## config.mk

```make
export PLATFORM = sky130hd
export DESIGN_NAME = connect_count_job_feeder
export DESIGN_NICKNAME = d
export VERILOG_FILES = /design/src/rtl/connect_count_job_feeder_pkg.sv /design/src/rtl/connect_count_job_feeder_job_fifo.sv /design/src/rtl/connect_count_job_feeder.sv
export SDC_FILE = /design/constraint.sdc
export NUM_CORES = 2
export LEC_CHECK = 0
export BUFFER_PORTS_ARGS = -buffer_cell sky130_fd_sc_hd__buf_4
export CORE_ASPECT_RATIO = 0.8
export CORE_UTILIZATION = 55
export CTS_CLUSTER_SIZE = 16
export DETAILED_ROUTE_END_ITERATION = 8
export GPL_TIMING_DRIVEN = 0
export PLACE_DENSITY = 0.72
export REMOVE_ABC_BUFFERS = 1
export SETUP_SLACK_MARGIN = 0.4
export SLEW_MARGIN = 10
export SYNTH_ARGS = -nofsm -noshare
export SYNTH_HDL_FRONTEND = slang
export SYNTH_SLANG_ARGS = --single-unit
export TNS_END_PERCENT = 5
```

## constraint.sdc

```tcl
create_clock -name clk -period 21.3 [get_ports clk]
set_input_delay 4.26 -clock clk [delete_from_list [all_inputs] [get_ports clk]]
set_output_delay 4.26 -clock clk [all_outputs]
set_load 0.005 [all_outputs]
```

## src/rtl/connect_count_job_feeder_pkg.sv

```systemverilog
// rtl/connect_count_job_feeder_pkg.sv - shared widths and helpers for the connect-count job feeder
`ifndef COUNT_CONNECTED_DEFS_VH
`define COUNT_CONNECTED_DEFS_VH
`define GRAPH_WIDTH 128
`define CONNECT_COUNT_WIDTH 6
`define STAT_COUNTER_WIDTH 32
`endif

package connect_count_job_feeder_pkg;

  localparam int GRAPH_W = `GRAPH_WIDTH;
  localparam int COUNT_W = `CONNECT_COUNT_WIDTH;
  localparam int STAT_W  = `STAT_COUNTER_WIDTH;

  localparam logic [STAT_W-1:0] STAT_ONE = 1;
  localparam logic [STAT_W-1:0] STAT_MAX = '1;

  function automatic logic [STAT_W-1:0] sat_inc(input logic [STAT_W-1:0] v);
    return (v == STAT_MAX) ? v : v + STAT_ONE;
  endfunction

endpackage

```

## src/rtl/connect_count_job_feeder_job_fifo.sv

```systemverilog
// rtl/connect_count_job_feeder_job_fifo.sv - first-word-fall-through job FIFO with registered ready
module job_fifo #(
  parameter int WIDTH      = 8,
  parameter int DEPTH_LOG2 = 4
) (
  input  logic                  clk,
  input  logic                  rst,
  input  logic                  wr_valid_i,
  output logic                  wr_ready_o,
  input  logic [WIDTH-1:0]      wr_data_i,
  input  logic                  rd_en_i,
  output logic                  rd_valid_o,
  output logic [WIDTH-1:0]      rd_data_o,
  output logic [DEPTH_LOG2:0]   level_o
);

  localparam int DEPTH = 1 << DEPTH_LOG2;
  localparam logic [DEPTH_LOG2:0]   FULL_LEVEL = DEPTH;
  localparam logic [DEPTH_LOG2:0]   LVL_ONE    = 1;
  localparam logic [DEPTH_LOG2-1:0] PTR_ONE    = 1;

  logic [WIDTH-1:0]      mem_q [DEPTH];
  logic [DEPTH_LOG2-1:0] wr_ptr_q, wr_ptr_d;
  logic [DEPTH_LOG2-1:0] rd_ptr_q, rd_ptr_d;
  logic [DEPTH_LOG2:0]   level_q, level_d;
  logic                  ready_q, ready_d;
  logic                  push, pop;

  // Ready comes from a register so a pop on a full FIFO cannot admit a push that same cycle.
  assign push = wr_valid_i & ready_q;
  assign pop  = rd_en_i & (level_q != '0);

  always_comb begin
    wr_ptr_d = wr_ptr_q;
    rd_ptr_d = rd_ptr_q;
    level_d  = level_q;
    if (push) wr_ptr_d = wr_ptr_q + PTR_ONE;
    if (pop)  rd_ptr_d = rd_ptr_q + PTR_ONE;
    case ({push, pop})
      2'b10:   level_d = level_q + LVL_ONE;
      2'b01:   level_d = level_q - LVL_ONE;
      default: level_d = level_q;
    endcase
    ready_d = (level_d != FULL_LEVEL);
  end

  always_ff @(posedge clk or posedge rst) begin
    if (rst) begin
      wr_ptr_q <= '0;
      rd_ptr_q <= '0;
      level_q  <= '0;
      ready_q  <= 1'b0;
    end else begin
      wr_ptr_q <= wr_ptr_d;
      rd_ptr_q <= rd_ptr_d;
      level_q  <= level_d;
      ready_q  <= ready_d;
    end
  end

  always_ff @(posedge clk) begin
    if (push) mem_q[wr_ptr_q] <= wr_data_i;
  end

  assign wr_ready_o = ready_q;
  assign rd_valid_o = (level_q != '0);
  assign rd_data_o  = mem_q[rd_ptr_q];
  assign level_o    = level_q;

endmodule

```

## src/rtl/connect_count_job_feeder.sv

```systemverilog
// rtl/connect_count_job_feeder.sv - job FIFO plus fixed-latency start and lagged starting-count delivery
module connect_count_job_feeder
  import connect_count_job_feeder_pkg::*;
#(
  parameter int EXTRA_DATA_WIDTH           = 10,
  parameter int DATA_IN_LATENCY            = 4,
  parameter int STARTING_CONNECT_COUNT_LAG = 3,
  parameter int FIFO_DEPTH_LOG2            = 4
) (
  input  logic                        clk,
  input  logic                        rst,
  input  logic                        jobValid,
  output logic                        jobReady,
  input  logic [GRAPH_W-1:0]          jobGraph,
  input  logic [COUNT_W-1:0]          jobStartCount,
  input  logic [EXTRA_DATA_WIDTH-1:0] jobExtraData,
  input  logic                        request,
  output logic                        start,
  output logic [GRAPH_W-1:0]          graphIn,
  output logic [EXTRA_DATA_WIDTH-1:0] extraDataIn,
  output logic [COUNT_W-1:0]          startingConnectCountIn_DELAYED,
  output logic [STAT_W-1:0]           jobsIssued,
  output logic [STAT_W-1:0]           missedRequests,
  output logic [FIFO_DEPTH_LOG2:0]    fifoLevel
);

  localparam int JOB_W = GRAPH_W + COUNT_W + EXTRA_DATA_WIDTH;
  localparam int LAT   = DATA_IN_LATENCY;
  localparam int LAG   = STARTING_CONNECT_COUNT_LAG;

  logic [JOB_W-1:0]   head;
  logic               head_valid;
  logic               pop, miss;
  logic [JOB_W-1:0]   tail_job;

  logic [LAT-1:0]     dv_q;
  logic [JOB_W-1:0]   dd_q [LAT];
  logic [COUNT_W-1:0] cnt_q [LAG];
  logic [STAT_W-1:0]  issued_q, issued_d;
  logic [STAT_W-1:0]  missed_q, missed_d;

  job_fifo #(
    .WIDTH      (JOB_W),
    .DEPTH_LOG2 (FIFO_DEPTH_LOG2)
  ) u_job_fifo (
    .clk        (clk),
    .rst        (rst),
    .wr_valid_i (jobValid),
    .wr_ready_o (jobReady),
    .wr_data_i  ({jobGraph, jobStartCount, jobExtraData}),
    .rd_en_i    (request),
    .rd_valid_o (head_valid),
    .rd_data_o  (head),
    .level_o    (fifoLevel)
  );

  assign pop      = request & head_valid;
  assign miss     = request & ~head_valid;
  assign tail_job = dd_q[LAT-1];

  always_comb begin
    issued_d = issued_q;
    missed_d = missed_q;
    if (dv_q[LAT-1]) issued_d = issued_q + STAT_ONE;
    if (miss)        missed_d = sat_inc(missed_q);
  end

  // Empty slots carry zero data so nothing stale can reach the core.
  always_ff @(posedge clk or posedge rst) begin
    if (rst) begin
      dv_q <= '0;
      for (int i = 0; i < LAT; i++) dd_q[i] <= '0;
      for (int j = 0; j < LAG; j++) cnt_q[j] <= '0;
      issued_q <= '0;
      missed_q <= '0;
    end else begin
      dv_q[0] <= pop;
      dd_q[0] <= pop ? head : '0;
      for (int i = 1; i < LAT; i++) begin
        dv_q[i] <= dv_q[i-1];
        dd_q[i] <= dd_q[i-1];
      end
      cnt_q[0] <= dv_q[LAT-1] ? tail_job[EXTRA_DATA_WIDTH +: COUNT_W] : '0;
      for (int j = 1; j < LAG; j++) cnt_q[j] <= cnt_q[j-1];
      issued_q <= issued_d;
      missed_q <= missed_d;
    end
  end

  assign start                          = dv_q[LAT-1];
  assign graphIn                        = start ? tail_job[JOB_W-1 -: GRAPH_W] : '0;
  assign extraDataIn                    = start ? tail_job[EXTRA_DATA_WIDTH-1:0] : '0;
  assign startingConnectCountIn_DELAYED = cnt_q[LAG-1];
  assign jobsIssued                     = issued_q;
  assign missedRequests                 = missed_q;

endmodule

```

==> flow_summary.toml <==
[synthesis]
synth_flop_cell = "edfxtp_1"
yosys_warnings = 0
synthesis.area_um2 = 107000
synth_top_area_share_pct = 64.7
async_flop_share_pct = 22.7
syn_avg_cell_area_um2 = 23.9
synthCells = 4483
synth_edf_count = 2304
synth-seq-area-share_pct = 80.5
synth_area_leader_cell = "edfxtp_1"
ys_seq_elements = 2980
synth.distinct_cells = 45
synth_area_leaders = "edfxtp_1 65%, dfrtp_1 16%, mux4_2 15%"

[global_route]
grt-ovfl-total = 0
grt_pass1_wl_um = 352000
antenna_found_initial = 28
gr-usage-all-layers_pct = 25.1
grt_max_degree = 107
grt_pass1_vias = 50600

[sta]
tightest_slew_ns = 1.25
hold_viol_final = 0
fin_crit_sh_pct = 33.5
rsz0062_at_grt = "false"
finalMaxSlewViolations = 0
fmax_ghz = 0.140
setup_viol = 0
slew_headroom_pct = 16.0
min_period_ns = 7.14
setup_slack_ns = 14.16
clock_skew_ns = 0.0603

[placement]
hpwl_um = 130000
place_congestion = 0.747
dp_slack_ns = 13.91
placedCellCount = 7300
io_buffer_count = 362

[cells_and_area]
fin_util_pct = 64.6
multi_input_area_um2 = 19900
n_fill_cell = 12200
area_growth_pct = 16.5
seq_area_um2 = 86100
layout.nets = 5199
stdcell_count = 7825
drive_gt1_share_pct = 31.3

[cts]
cts.repair.resized = 0
htree_levels = 5
cts_tree = "built"
cts_hold_buffers = 0
clock_latency_ns = 0.93
postCtsSetupRepairBufs = 0
path_clk_slew_ns = 0.06
clockBufferDepth = 4
clock_sinks = 2980
root_buffer = "clkbuf_16"
numCtsBuffers = 294

[detailed_routing]
drt_wl_total_um = 242000
wl_per_cell_um = 30.9
drc = 0
vias = 48500
drt_iter0_drc = 5068
vias_per_cell = 6.20
antenna_left = 0
drt_first_pass_iters = 5

[floorplanning]
die_area_um2 = 196000
die_h_um = 397
row_count = 144
start_util_pct = 55.5
top_level_ports = 363
coreArea_um2 = 193000
die_w_um = 495

[job]
drv_cap = 0

[setup_path]
cp_max_fo = 53
worstPathRequired_ns = 17.04
path_class = "flip-flop to output port"
path_cells = "buf_12 > buf_16 > and2_1 > buf_4"
crit_arrival_ns = 2.88
rr_worst_depth = 8
r2r_slack_ns = 17.51
end_kind = "output port"
slowest_delay_ns = 0.76
worst_path_max_delay_cell = "dfrtp_4"
start_kind = "flip-flop"

[outcome]
status = "finished clean"

[power]
p_leak_nw = 43.9
ir_drop_uv = 98.1
total_power_mw = 16.4
powerDensity_nw_per_um2 = 131

[min_path]
hold_class = "flip-flop to flip-flop"
hold_path_depth = 0
-- layout by cell type, fill, tap and decap left out, types with 2 or more instances in the layout --
cell	n
a21oi_1	2
and4_1	7
dfrtp_1	671
bufinv_16	21
and2_4	12
buf_12	22
nand2_1	27
clkbuf_16	306
dfrtp_4	5
nor2_1	14
clkinv_2	33
a21o_1	3
nor3_1	13
clkinv_4	3
edfxtp_1	2304
nor4b_1	2
nor2b_1	4
and3_4	4
clkbuf_1	82
o21ai_0	2
nor4_1	8
mux2_2	4
xnor2_1	38
clkinvlp_4	8
buf_16	102
inv_1	10
nand3_1	26
mux4_2	720
nand4_1	18
inv_6	4
and3_1	150
nor3b_1	5
diode_2	7
xor2_1	33
buf_4	361
clkinv_1	29
clkbuf_8	32
ha_1	10
a31oi_1	2
and2_1	147
-- cells in the mapped netlist, types with 14 or more instances --
library cell  instances
xnor2_1              38
buf_2                60
and2_1              159
and3_1              154
nand2_1              28
edfxtp_1           2304
nand3_1              26
clkbuf_1            128
buf_1                20
nor2_1               14
mux4_2              720
nand4_1              18
xor2_1               33
dfrtp_1             676
-- routing by layer --
metal | wire length [um] | global-route usage (%) | up-vias | share of wire, %
met2 | 119000 | 40.2 | 2196 | 49
met3 | 18500 | 4.83 | 404 | 7.6
met4 | 5360 | 6.48 | 38 | 2.2
met1 | 98600 | 36.1 | 26400 | 41
li1 | - | - | 19500 | -
met5 | 239 | 0 | - | 0.099
-- stage by stage --
stage | TNS, ns | cell area [um2] | hold slack [ns]
2_1_floorplan | -1588.12 | 106000 | 0.331
3_3_place_gp | -9565.13 | 112000 | 0.332
3_5_place_dp | 0 | 115000 | 0.335
4_1_cts | 0 | 125000 | 0.308
5_1_grt | 0 | 125000 | 0.311
6_report | 0 | 125000 | 0.304
-- area by class of cell --
class                   count  share of cell area [%]
diodes                      7                  0.0140
clock buffers             420                    6.74
clock inverters            98                   0.823
inverters                  11                  0.0391
multi-input cells        1268                    16.0
flip-flops and latches   2980                    69.1
well taps                2555                    2.56
repair buffers            486                    4.79
-- state kept, by name, summed over array words and instances, names as in the netlist --
register / cells
missedRequests: 32
startingConnectCountIn_DELAYED: 6
cnt_q: 12
dd_q: 432
u_job_fifo.level_o: 5
u_job_fifo.wr_ready_o: 1
dv_q: 4
u_job_fifo.mem_q: 2304
tail_job: 144
u_job_fifo.rd_ptr_q: 4
jobsIssued: 32
u_job_fifo.wr_ptr_q: 4
-- where the power goes --
part	internal [mW]	switching, mW	total, mW
Combinational	1.99	1.80	3.79
Clock	3.00	2.11	5.10
Sequential	7.18	0.323	7.51
Total	12.2	4.23	16.4
-- cells by family (layout without fill, tap and decap cells) --
family	count (synthesis)	in the layout	synth area share, %
muxes	725	725	15.2
and+or+nand+nor	448	448	2.56
other	0	7	0
buffers and inverters	235	1015	0.975
adders and majority gates	10	10	0.117
DFF	2980	2980	80.5
xor gates and xnor gates	71	71	0.581
AOI/OAI and AO/OA	14	14	0.0912
-- critical path: cells and delay by family, from the launching register on --
family | cells | cell delay (ns)
DFF | 1 | 0.76
buffers and inverters | 3 | 0.79
and+or+nand+nor | 1 | 0.39
-- path summary, 6_finish.rpt --
kind                                   startpoint            endpoint
setup / recovery                          dv_q[3]        graphIn[113]
hold / removal                          dd_q[498]           dd_q[354]
setup reg to reg           u_job_fifo.rd_ptr_q[0]           dd_q[496]
hold reg to reg                         dd_q[498]           dd_q[354]
max in group asynchronous                     rst           dd_q[329]
min in group asynchronous                     rst  missedRequests[15]
No activity file was read; power rests on OpenSTA's default activity.
